### src/rtl/cpu_types_pkg.sv
// rtl/cpu_types_pkg.sv - shared word, RAM status and coherence state types
package cpu_types_pkg;

   localparam int WORD_W = 32;

   typedef logic [WORD_W-1:0] word_t;

   typedef enum logic [1:0] {
      FREE,
      BUSY,
      ACCESS,
      ERROR
   } ramstate_t;

   typedef enum logic [2:0] {
      IDLE,
      SNOOP,
      SNOOP_WAIT,
      C2C,
      FETCH
   } cohr_state_t;

   // width of a core index: CPUID_W = $clog2(CPUS)
   function automatic int cpuid_w(input int cpus);
      return (cpus > 1) ? $clog2(cpus) : 1;
   endfunction

endpackage

### src/rtl/coherence_bus_ctrl_rr_arbiter.sv
// rtl/coherence_bus_ctrl_rr_arbiter.sv - combinational round-robin pick from a pointer
module rr_arbiter #(
   parameter int N = 2,
   parameter int W = (N > 1) ? $clog2(N) : 1
) (
   input  logic [N-1:0] req,
   input  logic [W-1:0] ptr,
   output logic [W-1:0] grant_idx,
   output logic         grant_valid
);

   // scan from the farthest offset back to ptr so the nearest requester is written last
   always_comb begin
      logic [W-1:0] idx;
      grant_idx   = '0;
      grant_valid = 1'b0;
      idx         = '0;
      for (int off = N - 1; off >= 0; off--) begin
         idx = W'((int'(ptr) + off) % N);
         if (req[idx]) begin
            grant_idx   = idx;
            grant_valid = 1'b1;
         end
      end
   end

endmodule

### src/rtl/coherence_bus_ctrl.sv
// rtl/coherence_bus_ctrl.sv - N-core snooping bus controller with C2C transfer and RAM fallback
module coherence_bus_ctrl
   import cpu_types_pkg::*;
#(
   parameter int CPUS          = 2,
   parameter int SNOOP_TIMEOUT = 2
) (
   input  logic                 CLK,
   input  logic                 nRST,
   input  logic      [CPUS-1:0] iREN,
   input  logic      [CPUS-1:0] dREN,
   input  logic      [CPUS-1:0] dWEN,
   input  logic      [CPUS-1:0] cctrans,
   input  logic      [CPUS-1:0] ccwrite,
   input  word_t     [CPUS-1:0] iaddr,
   input  word_t     [CPUS-1:0] daddr,
   input  word_t     [CPUS-1:0] dstore,
   output logic      [CPUS-1:0] iwait,
   output logic      [CPUS-1:0] dwait,
   output word_t     [CPUS-1:0] iload,
   output word_t     [CPUS-1:0] dload,
   output logic      [CPUS-1:0] ccwait,
   output logic      [CPUS-1:0] ccinv,
   output word_t     [CPUS-1:0] ccsnoopaddr,
   output word_t                ramaddr,
   output word_t                ramstore,
   output logic                 ramWEN,
   output logic                 ramREN,
   input  word_t                ramload,
   input  ramstate_t            ramstate
);

   localparam int CPUID_W = cpuid_w(CPUS);
   localparam logic [3:0] TMO_LAST = 4'(SNOOP_TIMEOUT - 1);

   typedef logic [CPUID_W-1:0] cpuid_t;

   cohr_state_t state, state_n;
   cpuid_t      req, req_n;
   cpuid_t      resp, resp_n;
   cpuid_t      rr_d, rr_d_n;
   cpuid_t      rr_i, rr_i_n;
   logic [3:0]  tmo, tmo_n;

   logic [CPUS-1:0] wb_req;
   logic [CPUS-1:0] d_arb_req;
   cpuid_t          d_gidx, i_gidx;
   logic            d_gvalid, i_gvalid;
   cpuid_t          resp_idx;
   logic            resp_hit;
   logic            acc;

   function automatic cpuid_t next_core(input cpuid_t i);
      return (int'(i) == CPUS - 1) ? '0 : cpuid_t'(i + 1'b1);
   endfunction

   // plain writebacks outrank coherent requests, so the data arbiter sees them first
   assign wb_req    = dWEN & ~cctrans;
   assign d_arb_req = (|wb_req) ? wb_req : cctrans;
   assign acc       = (ramstate == ACCESS);

   rr_arbiter #(.N(CPUS), .W(CPUID_W)) u_d_arb (
      .req         (d_arb_req),
      .ptr         (rr_d),
      .grant_idx   (d_gidx),
      .grant_valid (d_gvalid)
   );

   rr_arbiter #(.N(CPUS), .W(CPUID_W)) u_i_arb (
      .req         (iREN),
      .ptr         (rr_i),
      .grant_idx   (i_gidx),
      .grant_valid (i_gvalid)
   );

   // lowest-index snooped core raising dWEN becomes the responder
   always_comb begin
      resp_idx = '0;
      resp_hit = 1'b0;
      for (int k = CPUS - 1; k >= 0; k--) begin
         if (dWEN[k] && (cpuid_t'(k) != req)) begin
            resp_idx = cpuid_t'(k);
            resp_hit = 1'b1;
         end
      end
   end

   // state and pointer registers, cleared asynchronously
   always_ff @(posedge CLK or negedge nRST) begin
      if (!nRST) begin
         state <= IDLE;
         req   <= '0;
         resp  <= '0;
         tmo   <= '0;
         rr_d  <= '0;
         rr_i  <= '0;
      end else begin
         state <= state_n;
         req   <= req_n;
         resp  <= resp_n;
         tmo   <= tmo_n;
         rr_d  <= rr_d_n;
         rr_i  <= rr_i_n;
      end
   end

   // next state and bus outputs; everything holds its default while reset is low
   always_comb begin
      state_n     = state;
      req_n       = req;
      resp_n      = resp;
      tmo_n       = tmo;
      rr_d_n      = rr_d;
      rr_i_n      = rr_i;
      iwait       = '1;
      dwait       = '1;
      iload       = '0;
      dload       = '0;
      ccwait      = '0;
      ccinv       = '0;
      ccsnoopaddr = '0;
      ramaddr     = '0;
      ramstore    = '0;
      ramWEN      = 1'b0;
      ramREN      = 1'b0;

      if (nRST) begin
         if (state != IDLE) begin
            for (int k = 0; k < CPUS; k++) begin
               if (cpuid_t'(k) != req) begin
                  ccwait[k]      = 1'b1;
                  ccsnoopaddr[k] = daddr[req];
                  ccinv[k]       = ccwrite[req];
               end
            end
         end

         case (state)
            IDLE: begin
               if (|wb_req) begin
                  ramWEN   = 1'b1;
                  ramaddr  = daddr[d_gidx];
                  ramstore = dstore[d_gidx];
                  if (acc) dwait[d_gidx] = 1'b0;
               end else if (d_gvalid) begin
                  req_n   = d_gidx;
                  state_n = SNOOP;
               end else if (i_gvalid) begin
                  ramREN         = 1'b1;
                  ramaddr        = iaddr[i_gidx];
                  iload[i_gidx]  = ramload;
                  if (acc) begin
                     iwait[i_gidx] = 1'b0;
                     rr_i_n        = next_core(i_gidx);
                  end
               end
            end
            SNOOP: begin
               tmo_n   = '0;
               state_n = SNOOP_WAIT;
            end
            SNOOP_WAIT: begin
               if (!cctrans[req]) begin
                  state_n = IDLE;
                  rr_d_n  = next_core(req);
               end else if (resp_hit) begin
                  resp_n  = resp_idx;
                  state_n = C2C;
               end else if (tmo == TMO_LAST) begin
                  state_n = FETCH;
               end else begin
                  tmo_n = tmo + 4'd1;
               end
            end
            C2C: begin
               // the RAM writeback and the requester's load share the same word
               if (dWEN[resp]) begin
                  ramWEN     = 1'b1;
                  ramaddr    = daddr[resp];
                  ramstore   = dstore[resp];
                  dload[req] = dstore[resp];
                  if (acc) begin
                     dwait[resp] = 1'b0;
                     dwait[req]  = 1'b0;
                  end
               end else begin
                  state_n = FETCH;
               end
            end
            FETCH: begin
               if (dREN[req]) begin
                  ramREN     = 1'b1;
                  ramaddr    = daddr[req];
                  dload[req] = ramload;
                  if (acc) dwait[req] = 1'b0;
               end else if (dWEN[req]) begin
                  ramWEN   = 1'b1;
                  ramaddr  = daddr[req];
                  ramstore = dstore[req];
                  if (acc) dwait[req] = 1'b0;
               end
               if (!cctrans[req]) begin
                  state_n = IDLE;
                  rr_d_n  = next_core(req);
               end
            end
            default: state_n = IDLE;
         endcase
      end
   end

endmodule

### config.mk
export PLATFORM = sky130hd
export DESIGN_NAME = coherence_bus_ctrl
export DESIGN_NICKNAME = d
export VERILOG_FILES = /design/src/rtl/cpu_types_pkg.sv /design/src/rtl/coherence_bus_ctrl_rr_arbiter.sv /design/src/rtl/coherence_bus_ctrl.sv
export SDC_FILE = /design/constraint.sdc
export NUM_CORES = 1
export LEC_CHECK = 0
export BUFFER_PORTS_ARGS = -buffer_cell sky130_fd_sc_hd__buf_2
export CORE_AREA = 2 2 195 197
export CTS_CLUSTER_SIZE = 14
export DETAILED_ROUTE_END_ITERATION = 6
export DIE_AREA = 0 0 197 199
export GPL_TIMING_DRIVEN = 0
export PLACE_DENSITY_LB_ADDON = 0.08
export SYNTH_ARGS = -nofsm -noshare
export SYNTH_HDL_FRONTEND = slang
export SYNTH_SLANG_ARGS = --single-unit
### constraint.sdc
create_clock -name CLK -period 3.57 [get_ports CLK]
set_input_delay 0.357 -clock CLK [delete_from_list [all_inputs] [get_ports CLK]]
set_output_delay 0.357 -clock CLK [all_outputs]
set_load 0.005 [all_outputs]
==> flow_summary.ini, run 1 <==
[synth]
postSynth.asyncResetShare = 1.00
yosysTopAreaCell = and2_1
synth-edff-count = 0
synth_compound_area_frac = 0.282
syn_inst = 833
yosys.area_share.xor_xnor = 0.00152
synth_seq_cells = 11
avgSynthCellArea_um2 = 6.94
ys_types = 58
ys_dominant_reg_cell = dfrtp_1
synth_area_leaders = and2_1 (14%), mux2_2 (13%), mux2i_1 (11%), nand2_1 (7.1%), nand3_1 (6.3%)
netlist.area_leader.share = 0.142
yosysMostFrequentCell = and2_1
yosysWarningCount = 0
yosys.area_share.simple = 0.334
yosys.area_share.adder = 0.00433
synth_top_family_by_area = simple AND/OR/NAND/NOR gates
yosysSeqAreaShare = 0.0476
syn-num-nets = 1073
synth_commonest_cells = and2_1 (131), nand2_1 (110), nand3_1 (73)
netlist_area_um2 = 5780
muxShareOfSynthArea = 0.244

[power_and_ir_drop]
combPwrFrac = 0.869
p_sw_w = 0.00177
switching_share = 0.560
p_int_w = 0.00139
power.density_nw_per_um2 = 352
leakage_nw = 4.45
p_clk_frac = 0.069
ir_drop_v = 0.000140
seqPwrFrac = 0.062

[layout]
final_layout_size_suffix_gt1_frac = 0.484
multi_input_area_um2 = 5000
area_growth_syn_to_layout_pct = 55.3
nNetsFinal = 1579
regArea_um2 = 275
fillers = 4324
design_area_um2 = 8980

[sta]
worstMarginPinSlew_ns = 0.778
setup_violations = 0
final_hold_viol_count = 0
tns_ns = 0
max_freq_mhz = 331
maxSlewHeadroom = 0.479
fin_crit_sh = 0.845
rsz0062_at_grt = false
period_minus_slack_ns = 3.02
fin_skew_ns = 0.00415
final_max_slew_viol_count = 0

[place]
dp_hpwl_mm = 34.0
place.gp.congestion = 0.819
port_buffers = 501
dpl_cell_area_um2 = 8880

[clock_network]
htreeDepth = 1
ctsHoldBuffers = 0
cts_resized = 0
cts_tree = done
cts_buffers = 3
cts.sinks = 11
clockRootBuffer = clkbuf_16
clockBufferDepth = 2
insertion_delay_ns = 0.25
clkTransAtPathRegs_ns = 0.05
post-cts-setup-buffer-count = 0

[status]
status = finished, final reports clean

[run]
max_cap_violations = 0

[global_route]
grt_pass1_vias = 8351
antenna_found_initial = 20
grt_start_max_net_pins = 13
grt_overflow_total = 0
grt_usage = 0.192
grt_pass1_wl_mm = 56.6

[detailed_routing]
routed_wl_mm = 40.3
via_count = 8567
firstDrtPassIters = 5
drtAntennaViolNets = 0
wl_per_cell_um = 22.2
drtIter0Drc = 501
via_per_inst = 4.71
drc_errors = 0

[worst_setup_path]
worstPathCellList = buf_2, buf_2, nor4b_2, o2111a_1, clkbuf_1, and2_1, buf_2
critPathSlowestCell = o2111a_1
critical_path_peak_fanout = 12
crit_top_cell = buf_2
cp.arrival_ns = 2.66
reg2reg_depth = 6
slowest_delay_ns = 0.59
start_kind = input port
critPathKind = input port to primary output
worstSetupEndpointType = primary output
crit_required_ns = 3.21

[die]
io_pins = 504
die_area_um2 = 39200
die_w_um = 197
initial_utilization = 0.156
core_area_um2 = 37100
fp.dieH_um = 199
std_cell_rows = 71

[hold_path]
min_path_type = input port to async pin
[routing by layer]
metal  wire (µm)  vias up  global-route usage  share of wire
met5         108        -                   0         0.0027
met4         293       14              0.0206         0.0073
met3        2540       32              0.0368          0.063
met2       21600      384               0.382           0.54
met1       15700     4035               0.216           0.39
li1            -     4102                   -              -
[kinds of logic after synthesis]
family,Yosys count
DFF,11
adders and majority gates,2
xor gates and xnor gates,1
muxes,132
AOI/OAI and AO/OA,239
buffers and inverters,93
and+or+nand+nor,355
[through the flow]
step	utilization	setup slack, ns	std cells	total power [W]	hold WS [ns]
after floorplan	-	1.58	833	0.00185	0.0614
after global placement	0.239	0.482	1808	0.00299	0.280
after detailed placement	0.239	0.431	1808	0.00298	0.281
after CTS	0.241	0.436	1812	0.00322	0.0151
after global routing	0.241	0.327	1813	0.00344	0.0207
final	0.242	0.553	1819	0.00316	0.00579
[power groups by stage]
stage	Sequential (W)	Clock, W	Combinational [W]
5_1_grt	0.000203	0.000230	0.00300
4_1_cts	0.000196	0.000222	0.00280
6_report	0.000197	0.000218	0.00274
3_5_place_dp	0.000198	0	0.00278
2_1_floorplan	0.000191	0	0.00166
3_3_place_gp	0.000197	0	0.00279
[cell type report]
class,instances,area share
Multi-Input combinational cell,729,0.557
Timing Repair Buffer,501,0.279
Tap cell,474,0.0661
Buffer,88,0.0538
Sequential cell,11,0.0307
Clock buffer,3,0.00836
Inverter,5,0.00209
Antenna cell,7,0.00195
Clock inverter,1,0.000557
[sequential cells by signal, summed over array words and instances, names as in the netlist]
register,flops
tmo,4
state,3
req,1
resp,1
rr_d,1
rr_i,1
[cells in the final DEF (no fill, tap or decap), types with 4 or more instances in the layout]
cell type,n
a21oi_1,68
a222oi_1,32
a31oi_1,33
and2_1,131
buf_2,530
buf_4,15
buf_6,8
clkbuf_1,34
dfrtp_1,11
diode_2,7
inv_1,5
mux2_2,67
mux2i_1,63
nand2_1,110
nand2b_1,5
nand3_1,73
nor2_1,8
nor2b_1,4
o21a_1,32
o21ai_0,13
o21ai_1,8
o22ai_1,32
[worst max-delay path, delay by kind of cell]
family / cells / cell delay [ns]
compound gates: 1 / 0.59
buf+inv: 4 / 1.06
simple gates: 2 / 0.63
[worst paths after layout]
path | from | end | slack (ns)
max | nRST | iload[57] | 0.55
min | nRST | tmo[0]$_DFFE_PN0P_ | 0.006
max reg2reg | req$_DFFE_PN0P_ | state[1]$_DFFE_PN0P_ | 1.63
min reg2reg | tmo[2]$_DFFE_PN0P_ | tmo[2]$_DFFE_PN0P_ | 0.53
max in group asynchronous | nRST | rr_d$_DFFE_PN0P_ | 3.31
min in group CLK | cctrans[1] | rr_d$_DFFE_PN0P_ | 0.43
No activity file was read; power rests on OpenSTA's default activity.
==> run 2, diff against run 1 <==
--- a/config.mk
+++ b/config.mk
@@ -5,6 +5,7 @@
 export SDC_FILE = /design/constraint.sdc
 export NUM_CORES = 1
 export LEC_CHECK = 0
+export ABC_AREA = 1
 export BUFFER_PORTS_ARGS = -buffer_cell sky130_fd_sc_hd__buf_2
 export CORE_AREA = 2 2 195 197
 export CTS_CLUSTER_SIZE = 14
==> constraint.sdc (replaced) <==
create_clock -name CLK -period 2.46 [get_ports CLK]
set_input_delay 0.246 -clock CLK [delete_from_list [all_inputs] [get_ports CLK]]
set_output_delay 0.246 -clock CLK [all_outputs]
set_load 0.005 [all_outputs]
==> run 2 against run 1 <==
Register-to-register slack worse by 0.89 ns. Die area stayed put. Utilization is 5.9 points higher. Flip-flop and latch count stayed put. Via count is 52% higher. Design area is 25% higher. Combinational power is 110% higher. Critical endpoint is now ccsnoopaddr[60]. Global-route usage is 8.5 points higher. First-iteration DRC count is 37% higher. Final cell count is 46% higher.
==> flow_summary.ini, run 2 <==
[status]
status = finished, final reports clean

[layout]
final_layout_size_suffix_gt1_frac = 0.329
largest_reg_flops = 4
area_growth_syn_to_layout_pct = 46.1
largest_register = tmo
final_common_cell = buf_2
final_cell_mix = buf_2 (534), nor2_1 (453), nand2_1 (290), a21oi_1 (197), nand3_1 (183)
reg.largest.list = tmo x4, state x3
final_core_util = 0.301
nNetsFinal = 2407

[sta]
max_freq_mhz = 419
setup_violations = 0
fin_ws_ns = 0.0751
rsz0062_at_grt = true
final_max_slew_viol_count = 0
fin_skew_ns = 0.000811
period_minus_slack_ns = 2.38
worstMarginPinSlew_ns = 0.760
tns_ns = 0
final_hold_viol_count = 0
fin_crit_sh = 0.969
maxSlewHeadroom = 0.493

[die]
die_w_um = 197
std_cell_rows = 71
die_area_um2 = 39200
initial_utilization = 0.206
fp.dieH_um = 199
io_pins = 504
core_area_um2 = 37100

[global_route]
grt_pass1_vias = 12586
antenna_found_initial = 14
grt_start_max_net_pins = 20
grt_usage = 0.277
grt_pass1_wl_mm = 81.4
grt_overflow_total = 0

[synth]
ys_dominant_reg_cell = dfrtp_1
netlist_area_um2 = 7650
yosysMostFrequentCell = nor2_1
syn_inst = 1658
netlist.area_leader.share = 0.225
synth_seq_cells = 11
yosysSeqAreaShare = 0.0360
synth_area_leaders = nor2_1 (22%), nand2_1 (15%), a21oi_1 (14%), nand3_1 (12%), inv_1 (6.6%)
ys_types = 33
yosysTopAreaCell = nor2_1
yosysWarningCount = 0
syn-num-nets = 1898
postSynth.asyncResetShare = 1.00
avgSynthCellArea_um2 = 4.62
synth-edff-count = 0
synth_commonest_cells = nor2_1 (458), nand2_1 (296), a21oi_1 (210)

[worst_setup_path]
start_kind = flip-flop
cp.arrival_ns = 2.14
critical_path_peak_fanout = 10
crit_required_ns = 2.21
worstSetupEndpointType = primary output
critPathKind = flip-flop to primary output

[detailed_routing]
via_per_inst = 4.92
drtIter0Drc = 685
wl_per_cell_um = 21.6
routed_wl_mm = 57.3
via_count = 13032
firstDrtPassIters = 5
drc_errors = 0
drtAntennaViolNets = 0

[clock_network]
clockRootBuffer = clkbuf_16
insertion_delay_ns = 0.24
clockBufferDepth = 2
htreeDepth = 1
clkTransAtPathRegs_ns = 0.05
cts_tree = done
cts.sinks = 11
cts_buffers = 3

[power_and_ir_drop]
ir_drop_v = 0.000321
leakage_nw = 6.18
power.density_nw_per_um2 = 578

[hold_path]
min_path_type = input port to flip-flop

[place]
dp_slack_ns = -0.416
port_buffers = 500
place.gp.congestion = 0.923
dp_hpwl_mm = 47.1

[run]
max_cap_violations = 0
[run 2: layout make-up]
| type | instances | area (µm²) |
|---|---|---|
| Antenna cell | 7 | 17.5 |
| Buffer | 136 | 842 |
| Clock buffer | 3 | 75.1 |
| Clock inverter | 1 | 5.00 |
| Fill cell | 4529 | 26000 |
| Inverter | 164 | 621 |
| Multi-Input combinational cell | 1346 | 6190 |
| Sequential cell | 11 | 278 |
| Tap cell | 474 | 593 |
| Timing Repair Buffer | 505 | 2560 |
[run 2: logic make-up (layout without fill, tap and decap cells)]
family                   Yosys count  after routing  synth area share
AO/OA/AOI/OAI                    261            261             0.172
XOR/XNOR                           2              2           0.00229
adder cells (fa/ha/maj)            2              2           0.00327
buffers and inverters            301            809             0.177
flip-flops                        11             11            0.0360
other                              0              7                 0
AND/OR/NAND/NOR                 1081           1081             0.609
[run 2: layer usage]
layer / vias up / share of wire / track usage
li1: 6300 / - / -
met1: 6029 / 0.39 / 0.311
met2: 590 / 0.50 / 0.513
met3: 99 / 0.069 / 0.0534
met4: 14 / 0.040 / 0.111
met5: - / 0.0016 / 0
[run 2: through the flow]
stage	total power (W)	instance area [µm²]	hold slack [ns]	std cells
finish	0.00646	11200	0.311	2647
global route	0.00706	11200	0.349	2646
CTS	0.00630	11000	0.310	2636
detailed placement	0.00590	10700	0.190	2632
global placement	0.00589	10700	0.191	2632
floorplan	0.00360	7650	-0.0496	1658
[run 2: path summary, 6_finish.rpt]
kind | from | endpoint | slack, ns | cells past startpoint
hold / removal | ramstate[0] | rr_i$_DFFE_PN0P_ | 0.31 | 4
setup / recovery | state[1]$_DFFE_PN0P_ | ccsnoopaddr[60] | 0.08 | 10
min in group asynchronous | nRST | tmo[0]$_DFFE_PN0P_ | 0.67 | 2
hold reg to reg | rr_d$_DFFE_PN0P_ | rr_d$_DFFE_PN0P_ | 0.48 | 2
setup reg to reg | req$_DFFE_PN0P_ | state[0]$_DFFE_PN0P_ | 0.74 | 8
max in group asynchronous | nRST | state[2]$_DFFE_PN0P_ | 1.39 | 2
[run 2: power breakdown]
group          leakage (nW)  internal [W]  switching, W
registers             0.143      0.000241     0.0000634
clock network        0.0409      0.000217     0.0000972
logic                  5.99       0.00186       0.00398
[run 2: critical path, stage by stage, from the launching register on]
cell	delay, ns
dfrtp_1	0.46
nor2_4	0.07
nand2_2	0.13
inv_2	0.06
nor2_1	0.21
inv_2	0.13
nor2_2	0.16
inv_2	0.08
buf_2	0.24
nor2_2	0.19
buf_2	0.16
[run 2: what timing repair did]
| item | CTS | global route |
|---|---|---|
| cloned | 0 | 1 |
| buffers inserted | 0 | 3 |
| endpoints found under the hold margin | 11 | 0 |
| pin swaps | 3 | 4 |
| resized for setup | 46 | 68 |
| hold buffers | 1 | 0 |
| endpoints found under the setup margin | 153 | 151 |
